--- src/rtl/eva_age_tracker_if.sv ---
// eva_age_tracker_if: cache access events in, per-line ages and hit/evict/update_EVA pulses out
interface eva_age_tracker_if #(
  parameter int k = 3
);
  logic access_valid;
  logic access_hit;
  logic [4:0] access_addr;
  logic [32*k-1:0] age_1D;
  logic evict_data;
  logic [4:0] evict_addr;
  logic hit_data;
  logic [4:0] hit_addr;
  logic update_EVA;
  logic [31:0] classificationBit;
  modport master (
    output access_valid, access_hit, access_addr,
    input age_1D, evict_data, evict_addr, hit_data, hit_addr, update_EVA, classificationBit
  );
  modport slave (
    input access_valid, access_hit, access_addr,
    output age_1D, evict_data, evict_addr, hit_data, hit_addr, update_EVA, classificationBit
  );
endinterface

--- src/rtl/eva_age_tracker.sv ---
// eva_age_tracker: 32-line age tracker with registered hit/evict/update_EVA pulses; EVA_CLASSIFY_EN adds per-line reuse flags
module eva_age_tracker #(
  parameter int k = 3,
  parameter int j = 2,
  parameter int A = 2,
  parameter int accessCtrWidth = 13
) (
  input logic clk,
  input logic rst,
  eva_age_tracker_if.slave bus
);
  logic [k-1:0] age [32];
  logic [j-1:0] gran_cnt;
  logic [accessCtrWidth-1:0] access_cnt;
  logic stage_valid, hit_q, evict_q, update_q;
  logic [4:0] stage_addr;
  logic tick;
  assign tick = gran_cnt == j'(A - 1);
  always_ff @(posedge clk) begin
    if (!rst) begin
      stage_valid <= 1'b0;
      hit_q <= 1'b0;
      evict_q <= 1'b0;
      update_q <= 1'b0;
      stage_addr <= '0;
      gran_cnt <= '0;
      access_cnt <= '0;
      for (int i = 0; i < 32; i++) age[i] <= '0;
    end else begin
      stage_valid <= bus.access_valid;
      hit_q <= bus.access_valid & bus.access_hit;
      evict_q <= bus.access_valid & ~bus.access_hit;
      if (bus.access_valid) stage_addr <= bus.access_addr;
      update_q <= stage_valid & (&access_cnt);
      if (stage_valid) begin
        gran_cnt <= tick ? '0 : gran_cnt + 1'b1;
        access_cnt <= access_cnt + 1'b1;
        // the touched line's clear wins over the tick; saturated ages hold
        for (int i = 0; i < 32; i++)
          age[i] <= 5'(i) == stage_addr ? '0 : (tick && ~&age[i]) ? age[i] + 1'b1 : age[i];
      end
    end
  end
  for (genvar g = 0; g < 32; g++) assign bus.age_1D[g*k +: k] = age[g];
  assign bus.hit_data = hit_q;
  assign bus.evict_data = evict_q;
  assign bus.hit_addr = stage_addr;
  assign bus.evict_addr = stage_addr;
  assign bus.update_EVA = update_q;
`ifdef EVA_CLASSIFY_EN
  logic [31:0] cls;
  always_ff @(posedge clk) begin
    if (!rst) cls <= '0;
    else if (stage_valid) cls[stage_addr] <= hit_q;
  end
  assign bus.classificationBit = cls;
`else
  assign bus.classificationBit = '0;
`endif
endmodule

--- src/flat_wrapper.sv ---
// flat-port wrapper written by rule: the top's interface ports become plain ports
module eva_age_tracker_flat 
#(
  parameter int k = 3,
  parameter int j = 2,
  parameter int A = 2,
  parameter int accessCtrWidth = 13
)
  (clk, rst, bus_access_valid, bus_access_hit, bus_access_addr, bus_age_1D, bus_evict_data, bus_evict_addr, bus_hit_data, bus_hit_addr, bus_update_EVA, bus_classificationBit);
  eva_age_tracker_if #(.k(k)) bus_i ();
  input logic clk;
  input logic rst;
  input wire logic [$bits(bus_i.access_valid)-1:0] bus_access_valid;
  input wire logic [$bits(bus_i.access_hit)-1:0] bus_access_hit;
  input wire logic [$bits(bus_i.access_addr)-1:0] bus_access_addr;
  output wire logic [$bits(bus_i.age_1D)-1:0] bus_age_1D;
  output wire logic [$bits(bus_i.evict_data)-1:0] bus_evict_data;
  output wire logic [$bits(bus_i.evict_addr)-1:0] bus_evict_addr;
  output wire logic [$bits(bus_i.hit_data)-1:0] bus_hit_data;
  output wire logic [$bits(bus_i.hit_addr)-1:0] bus_hit_addr;
  output wire logic [$bits(bus_i.update_EVA)-1:0] bus_update_EVA;
  output wire logic [$bits(bus_i.classificationBit)-1:0] bus_classificationBit;
  assign bus_i.access_valid = bus_access_valid;
  assign bus_i.access_hit = bus_access_hit;
  assign bus_i.access_addr = bus_access_addr;
  assign bus_age_1D = bus_i.age_1D;
  assign bus_evict_data = bus_i.evict_data;
  assign bus_evict_addr = bus_i.evict_addr;
  assign bus_hit_data = bus_i.hit_data;
  assign bus_hit_addr = bus_i.hit_addr;
  assign bus_update_EVA = bus_i.update_EVA;
  assign bus_classificationBit = bus_i.classificationBit;
  eva_age_tracker #(.k(k), .j(j), .A(A), .accessCtrWidth(accessCtrWidth)) u_core (.clk(clk), .rst(rst), .bus(bus_i));
endmodule
--- config.mk ---
export PLATFORM = sky130hd
export DESIGN_NAME = eva_age_tracker_flat
export DESIGN_NICKNAME = d
export VERILOG_FILES = /design/src/rtl/eva_age_tracker_if.sv /design/src/rtl/eva_age_tracker.sv /design/src/flat_wrapper.sv
export SDC_FILE = /design/constraint.sdc
export NUM_CORES = 1
export LEC_CHECK = 0
export ABC_CLOCK_PERIOD_IN_PS = 1900
export CORE_ASPECT_RATIO = 0.75
export CORE_MARGIN = 5
export CORE_UTILIZATION = 58
export DETAILED_ROUTE_END_ITERATION = 10
export DONT_BUFFER_PORTS = 1
export GPL_TIMING_DRIVEN = 0
export PLACE_DENSITY = 0.74
export SLEW_MARGIN = 20
export SYNTH_ARGS = -nofsm -noshare
export SYNTH_HDL_FRONTEND = slang
export SYNTH_SLANG_ARGS = --single-unit
export TNS_END_PERCENT = 30
--- constraint.sdc ---
create_clock -name clk -period 1.9 [get_ports clk]
set_clock_uncertainty 0.2 [all_clocks]
set_input_delay 0.19 -clock clk [delete_from_list [all_inputs] [get_ports clk]]
set_output_delay 0.19 -clock clk [all_outputs]
set_load 0.005 [all_outputs]
## Word-level counts from Yosys, hierarchy flattened

Memory sizes are Yosys's and may differ from the RTL's.
Cells that the tools add are included.

| word-level totals | value |
|---|---|
| bits of input ports | 9 |
| bits in writable memories | 96 |
| logic and storage cells | 309 |
| memories kept | 1 |
| register bits after elaboration | 24 |
| output and inout bits | 141 |

Memories:

| name | depth | width | rd ports | clocked after memory_dff | wr ports | RTL line | source |
|---|---|---|---|---|---|---|---|
| u_core.age | 32 | 3 | 32 | 0 | 32 | eva_age_tracker.sv:12 | `logic [k-1:0] age [32];` |

| cells by class | value |
|---|---|
| add/sub/neg operators | 34 |
| multiplexer cells | 101 |
| equal/unequal tests | 32 |
| reduce and logical (&&, ||, !) cells | 98 |
| bitwise gates (word level) | 36 |

Operators by type and width:

| cell | count |
|---|---|
| $mux W3 | 96 |
| $add A3 B1 Y3 const B | 32 |
| $reduce_and A3 Y1 | 32 |
| $eq A5 B5 Y1 const A | 16 |
| $eq A4 B5 Y1 const A | 8 |
| $logic_and A1 B1 Y1 | 32 |
| $logic_not A1 Y1 | 32 |
| $or A1 B1 Y1 | 32 |
| $eq A3 B5 Y1 const A | 4 |
| $add A13 B1 Y13 const B | 1 |
| $reduce_and A13 Y1 | 1 |
| $eq A2 B5 Y1 const A | 2 |
| $eq A1 B5 Y1 const A | 1 |
| $logic_not A5 Y1 | 1 |
| $mux W1 | 4 |
| $and A1 B1 Y1 | 3 |
| $add A2 B1 Y2 const B | 1 |
| $eq A2 B1 Y1 const B | 1 |
| $mux W2 | 1 |
| $not A1 Y1 | 1 |

## Longest topological paths before layout

Gate-level depths: netlist (run 1).
An unclocked memory read counts as a cell.

| depth | value |
|---|---|
| word-level depth | 7 |
| mapped depth | 5 |
| depth with buffers taken out | 4 |

## Worst setup path before layout (run 1)

No wires, ideal clock.

| timing | value |
|---|---|
| path kind | reg-to-reg |
| start point | reg, netlist name u_core.bus.evict_addr[4] |
| end point | mem u_core.age[16][0] (netlist: u_core.age[0][48]) (enable) |
| stages on the path, launching flop included | 5 |
| period minus slack after synthesis | 1.905 ns |
| library setup time | 0.344 ns |
| path buffers | 1 |
| path slack | -0.005 ns |
| required time | 1.356 ns |
| arrival | 1.360 ns |
| cells stage by stage | dfxtp_1 > buf_4 > or3b_1 > o22a_1 > o21ai_0 |

RTL lines:

| what | RTL line |
|---|---|
| end: declaration | eva_age_tracker.sv:12 |

==> results of run 1 <==
metal layers:
| metal | global-route usage | routed length [µm] |
|---|---|---|
| met1 | 0.278 | 5780 |
| met2 | 0.346 | 6830 |
| met3 | 0.0842 | 1470 |
| met4 | 0.0664 | 102 |
| met5 | 0 | 0 |
sequential cells by signal, indices dropped and copies added, names as in the netlist:
| name | count |
|---|---|
| u_core.access_cnt | 13 |
| u_core.bus.hit_data | 1 |
| u_core.bus.evict_data | 1 |
| u_core.bus.evict_addr | 5 |
| u_core.age | 96 |
| u_core.gran_cnt | 2 |
| u_core.stage_valid | 1 |
| u_core.bus.update_EVA | 1 |
how the worst max path moves through the flow:
stage	start	depth (start not counted)	end
6_report	u_core.age[0][87]$_SDFFCE_PP0P_	4	u_core.age[0][87]$_SDFFCE_PP0P_
5_1_grt	u_core.age[0][63]$_SDFFCE_PP0P_	4	u_core.age[0][64]$_SDFFCE_PP0P_
4_1_cts	u_core.age[0][93]$_SDFFCE_PP0P_	4	u_core.age[0][95]$_SDFFCE_PP0P_
3_5_place_dp	u_core.bus.evict_addr[2]$_SDFFE_PN0P_	4	u_core.age[0][18]$_SDFFCE_PP0P_
3_3_place_gp	u_core.bus.evict_addr[2]$_SDFFE_PN0P_	4	u_core.age[0][18]$_SDFFCE_PP0P_
2_1_floorplan	u_core.bus.evict_addr[4]$_SDFFE_PN0P_	4	u_core.age[0][72]$_SDFFCE_PP0P_
worst reg2reg max path, delay by kind of cell (launching register included):
kind	cells	cell delay (ns)
AO/OA/AOI/OAI	1	0.22
adder cells (fa/ha/maj)	2	0.40
flip-flops	1	0.45
AND/OR/NAND/NOR	1	0.30
synth_stat cells (2+ instances only):
| library cell | instances | share of area |
|---|---|---|
| mux2i_1 | 8 | 0.013 |
| nand2b_1 | 5 | 0.0049 |
| nor2_1 | 15 | 0.0089 |
| edfxtp_1 | 96 | 0.46 |
| or2_2 | 16 | 0.016 |
| o31ai_1 | 5 | 0.0059 |
| nand4_1 | 4 | 0.0040 |
| a21oi_1 | 37 | 0.029 |
| or4_1 | 5 | 0.0059 |
| nand3b_1 | 2 | 0.0024 |
| o21ai_0 | 19 | 0.015 |
| nand3_1 | 4 | 0.0032 |
| a2bb2oi_1 | 16 | 0.022 |
| nor3b_1 | 4 | 0.0047 |
| inv_1 | 3 | 0.0018 |
| nand2_1 | 8 | 0.0047 |
| nor2b_1 | 33 | 0.033 |
| dfxtp_1 | 24 | 0.076 |
| ha_1 | 65 | 0.13 |
| and2_1 | 62 | 0.061 |
| o22a_1 | 2 | 0.0028 |
| buf_2 | 4 | 0.0032 |
| clkbuf_1 | 16 | 0.0095 |
| nor3b_2 | 2 | 0.0040 |
| nor4_1 | 2 | 0.0020 |
| nor3_1 | 3 | 0.0024 |
| xnor2_1 | 2 | 0.0028 |
| o21a_1 | 14 | 0.017 |
| buf_4 | 39 | 0.046 |
| xor2_1 | 3 | 0.0042 |
layout by cell type, fill, tap and decap left out, drive strengths merged:
| master | count |
|---|---|
| edfxtp | 96 |
| ha | 65 |
| and2 | 62 |
| buf | 48 |
| a21oi | 37 |
| nor2b | 33 |
| clkbuf | 33 |
| conb | 32 |
| dfxtp | 24 |
| o21ai | 19 |
| a2bb2oi | 16 |
| or2 | 16 |
| nor2 | 15 |
| o21a | 14 |
| dlygate4sd3 | 9 |
| nand2 | 8 |
| mux2i | 8 |
| clkinv | 8 |
| nor3b | 6 |
| nand2b | 5 |
| o31ai | 5 |
| or4 | 5 |
| clkinvlp | 5 |
| nand4 | 5 |
| nand3 | 4 |
| nor3 | 4 |
| inv | 3 |
| xor2 | 3 |
| o22a | 2 |
| nand3b | 2 |
| nor4 | 2 |
| xnor2 | 2 |
| bufinv | 2 |
| and3b | 1 |
| or3b | 1 |
| and3 | 1 |
| or3 | 1 |
timing repair:
item / in CTS / in global routing
buffers inserted: 5 / 0
setup endpoints to repair: 142 / 115
endpoints found under the hold margin: 15 / 0
gates resized for setup: 57 / 34
hold buffers: 9 / 0
pin swaps: 2 / 8
logic make-up after synthesis:
| family | Yosys count | synth area share |
|---|---|---|
| xor+xnor | 5 | 0.00692 |
| other cells | 1 | 0.000592 |
| compound gates | 93 | 0.0917 |
| flops | 120 | 0.531 |
| fa+ha+maj | 65 | 0.128 |
| buf+inv | 64 | 0.0619 |
| simple gates | 171 | 0.166 |
| mux | 8 | 0.0127 |
metrics by stage:
| stage | TNS (ns) | hold WS [ns] | std cells | utilization | cell area, µm² |
|---|---|---|---|---|---|
| finish | 0 | 0.0564 | 742 | 0.699 | 7560 |
| detailed placement | -23.09 | 0.0707 | 698 | 0.612 | 6620 |
| floorplan | 0 | 0.0616 | 558 | - | 6450 |
| CTS | -0.287 | 0.0597 | 742 | 0.688 | 7440 |
| global route | -0.252 | 0.0779 | 742 | 0.699 | 7560 |
| global placement | -17.06 | 0.0648 | 698 | 0.612 | 6620 |
final cells by class:
cell class	count	area (µm²)
Multi-Input combinational cell	374	2910
Buffer	58	402
Sequential cell	120	3370
Fill cell	774	3250
Tap cell	140	175
Clock inverter	14	134
Inverter	4	15.0
Timing Repair Buffer	14	128
Clock buffer	18	429
power by group through the flow:
stage	Sequential (mW)	Combinational (mW)	Clock (mW)
finish	3.24	0.723	3.05
global route	3.26	0.822	3.21
floorplan	3.22	0.466	0
CTS	3.24	0.684	3.09
global placement	3.28	0.560	0
detailed placement	3.30	0.602	0
==> metrics.yaml, run 1 <==
drive_above_1_share: 0.243
cts_buffers: 17
ir_worst_vdd_uv: 712
synth_edf_count: 96
cts_tree: "done"
p_switching_mw: 1.72
finalCriticalPeriod_ns: 1.88
critical_path_class: "reg2reg"
crit_required_ns: 1.80
fin_ws_ns: 0.0229
die_area_um2: 13100
path_buf_inv: 0
drc_errors: 0
cp_slowest_cell: "edfxtp_1"
coreArea_um2: 10800
track_usage: 0.218
start_util: 0.585
tightestPinTransition_ns: 0.735
fmax_mhz: 533
yosys_register_bits: 120
via_count: 4134
cp_max_fo: 3
fin_crit_sh: 0.988
synth.distinct_cells: 39
hpwl_mm: 10.5
leakage_nw: 3.13
worstHoldPathType: "in2reg"
grt_pass1_vias: 4203
ys_seq_area_frac: 0.531
cp_cell_sequence: "ha_1 > ha_1 > or2_2 > a21oi_2"
insertion_delay_ns: 0.41
grt_setup_unrepaired: "yes"
dr.first_iter.drc_count: 276
dr.pass1.iters: 5
slew_headroom: 0.510
final-hold-violation-count: 0
postSynthAreaPerCell_um2: 12.0
die_h_um: 100
netlist_instances: 527
synthArstFlopShare: 0
gr-total-overflow: 0
cts.sinks: 120
cts_max_level: 4
cap_violations: 0
critPathMostFrequentCell: "ha_1"
layout.nets: 663
antenna_found_initial: 0
crit_path_max_incr_delay_ns: 0.45
reg2reg_to: "u_core.age[0][87]$_SDFFCE_PP0P_"
post_drt_wl_per_cell_um: 19.1
io_pins: 150
holdPathStages: 3
die_x_um: 131
antenna_left: 0
r2r_slack_ns: 0.02
critical-path-top-delay-family: "flip-flops"
via_per_inst: 5.57
hold_end: "u_core.age[0][93]$_SDFFCE_PP0P_"
p_total_mw: 7.01
p_comb_frac: 0.103
grt_pass1_wl_mm: 22.0
rows: 33
worstHoldStart: "rst"
end_kind: "register"
status: "completed"
ys.flop_type: "edfxtp_1"
path_clk_slew_ns: 0.05
slew_viol_final: 0
clkPwrFrac: 0.435
numPortBuffers: 0
critPathLaunchType: "register"
yosysWarnings: 0
pwr-share-seq: 0.461
area_growth_pct: 19.5
worst_ep_arrival_time_ns: 1.78
root_buffer: "clkbuf_16"
syn_area_um2: 6330
p_sw_frac: 0.245
globalplace.congestion: 0.787
finalSetupViolations: 0
reg2reg_from: "u_core.age[0][87]$_SDFFCE_PP0P_"
intPower_mw: 5.30
reg2regPathDepth: 4
p_per_area_nw_per_um2: 927
cts_buffer_depth: 2
routed_wirelength_mm: 14.2
pre_cts_ws_ns: -0.445
diodes: 0
grt_max_degree: 17
Note: power is estimated with default switching activity, not from simulation.
==> run 2, diff against run 1 <==
--- a/config.mk
+++ b/config.mk
@@ -6,13 +6,15 @@
 export NUM_CORES = 1
 export LEC_CHECK = 0
 export ABC_CLOCK_PERIOD_IN_PS = 1900
+export CELL_PAD_IN_SITES_DETAIL_PLACEMENT = 0
+export CELL_PAD_IN_SITES_GLOBAL_PLACEMENT = 1
 export CORE_ASPECT_RATIO = 0.75
 export CORE_MARGIN = 5
-export CORE_UTILIZATION = 58
+export CORE_UTILIZATION = 45
 export DETAILED_ROUTE_END_ITERATION = 10
 export DONT_BUFFER_PORTS = 1
 export GPL_TIMING_DRIVEN = 0
-export PLACE_DENSITY = 0.74
+export PLACE_DENSITY = 0.73
 export SLEW_MARGIN = 20
 export SYNTH_ARGS = -nofsm -noshare
 export SYNTH_HDL_FRONTEND = slang
==> run 2 against run 1 <==
Net effect: setup slack got worse by 0.041 ns; clock power increased by 10%; global-route usage decreased by 3.8 points; highest routed layer unchanged; via count decreased by 0.53%; flip-flop and latch count unchanged; combinational power increased by 3.0%; fmax decreased by 2.1%; sequential power about the same; the flow now finishes with violations (setup timing).
==> metrics.yaml, run 2 (synthesized netlist as in run 1, its figures left out) <==
fmax_mhz: 521
routed_wirelength_mm: 15.0
critPathLaunchType: "register"
via_count: 4112
layout_commonest_cell: "edfxtp_1"
finalSetupViolations: 3
die_h_um: 113
final_cell_mix: "edfxtp_1 (96), ha_1 (63), and2_1 (62)"
p_comb_frac: 0.101
tightestPinTransition_ns: 0.785
clkPwrFrac: 0.457
worstHoldPathType: "in2reg"
die_area_um2: 16600
slew_headroom: 0.476
grt_pass1_vias: 4193
antenna_left: 0
largest_reg_flops: 96
post_drt_wl_per_cell_um: 19.2
regArea_um2: 3380
drive_above_1_share: 0.247
regMostFlops: "u_core.age"
worst_ep_arrival_time_ns: 1.82
layoutNonFillerInstCount: 782
end_kind: "register"
grt_max_degree: 17
layout.nets: 668
nFillCells: 1137
start_util: 0.460
path_clk_slew_ns: 0.06
leakage_nw: 3.20
drc_errors: 0
cts_tree: "done"
cap_violations: 0
pwr-share-seq: 0.441
cts_buffers: 17
fin_ws_ns: -0.0182
r2r_slack_ns: -0.02
cp_slowest_cell: "or3b_4"
finalCriticalPeriod_ns: 1.92
p_total_mw: 7.35
pre_cts_ws_ns: -0.450
antenna_found_initial: 0
multi_input_area_um2: 2920
status: "finished with violations"
via_per_inst: 5.26
cts_max_level: 4
fin_crit_sh: 1.01
hpwl_mm: 10.9
violations: "setup timing"
slew_viol_final: 0
dr.pass1.iters: 4
p_sw_frac: 0.241
intPower_mw: 5.58
cp_cell_sequence: "buf_8 > or3b_4 > o21a_1 > a21oi_2"
rows: 37
coreArea_um2: 13700
cp_max_fo: 9
track_usage: 0.180
dr.first_iter.drc_count: 230
io_pins: 150
p_switching_mw: 1.77
grt_pass1_wl_mm: 23.3
utilization: 0.563
ir_worst_vdd_uv: 586
die_x_um: 147
globalplace.congestion: 0.750
final-hold-violation-count: 0
numPortBuffers: 0
crit_path_max_incr_delay_ns: 0.45
root_buffer: "clkbuf_16"
area_growth_pct: 22.3
grt_setup_unrepaired: "yes"
critical_path_class: "reg2reg"
p_per_area_nw_per_um2: 949
diodes: 0
place_inst: 733
insertion_delay_ns: 0.41
cts_buffer_depth: 2
cts.sinks: 120
crit_required_ns: 1.80
whs_ns: 0.0683
gr-total-overflow: 0
run 2: worst paths after layout:
kind	depth (start not counted)	endpoint	from
worst min-delay path	2	u_core.bus.hit_data$_SDFF_PN0_	bus_access_valid
worst max-delay path	4	u_core.age[0][74]$_SDFFCE_PP0P_	u_core.bus.evict_addr[2]$_SDFFE_PN0P_
worst min register to register	2	u_core.gran_cnt[1]$_SDFFE_PN0P_	u_core.gran_cnt[1]$_SDFFE_PN0P_
worst max register to register	4	u_core.age[0][74]$_SDFFCE_PP0P_	u_core.bus.evict_addr[2]$_SDFFE_PN0P_
run 2: power groups by stage:
stage          combinational [mW]  sequential (mW)  clock [mW]
2_1_floorplan               0.466             3.22           0
3_3_place_gp                0.567             3.29           0
3_5_place_dp                0.602             3.30           0
4_1_cts                     0.695             3.25        3.40
5_1_grt                     0.850             3.27        3.53
6_report                    0.745             3.24        3.36
run 2: timing repair:
| item | 4_1_cts | 5_1_grt |
|---|---|---|
| setup buffers | 6 | 6 |
| gates resized for setup | 66 | 29 |
| hold endpoints to repair | 15 | 0 |
| hold buffers | 8 | 0 |
| pin swaps | 4 | 6 |
| endpoints found under the setup margin | 161 | 110 |
run 2: stage by stage:
step	cell area (µm²)	TNS [ns]
floorplan	6450	0
global route	7740	-0.729
finish	7740	-0.0546
CTS	7570	-1.77
global placement	6670	-25.55
detailed placement	6670	-32.02
run 2: layout make-up:
cell class                      instances  area share
Buffer                                 57      0.0522
Clock buffer                           18      0.0554
Clock inverter                         14      0.0234
Inverter                                4     0.00194
Multi-Input combinational cell        374       0.377
Sequential cell                       120       0.436
Tap cell                              175      0.0283
Timing Repair Buffer                   20      0.0252
run 2: critical path, delay by kind of cell (launching register included):
family	cells	cell delay, ns
flip-flops	1	0.36
AND/OR/NAND/NOR	1	0.45
AO/OA/AOI/OAI	2	0.47
buffers and inverters	1	0.14
run 2: layer usage:
layer	vias to the layer above	part of all wire	track usage
met5	-	0	0
met4	0	0.011	0.0509
met3	17	0.10	0.0785
met2	148	0.46	0.286
met1	1965	0.43	0.225
li1	1982	-	-
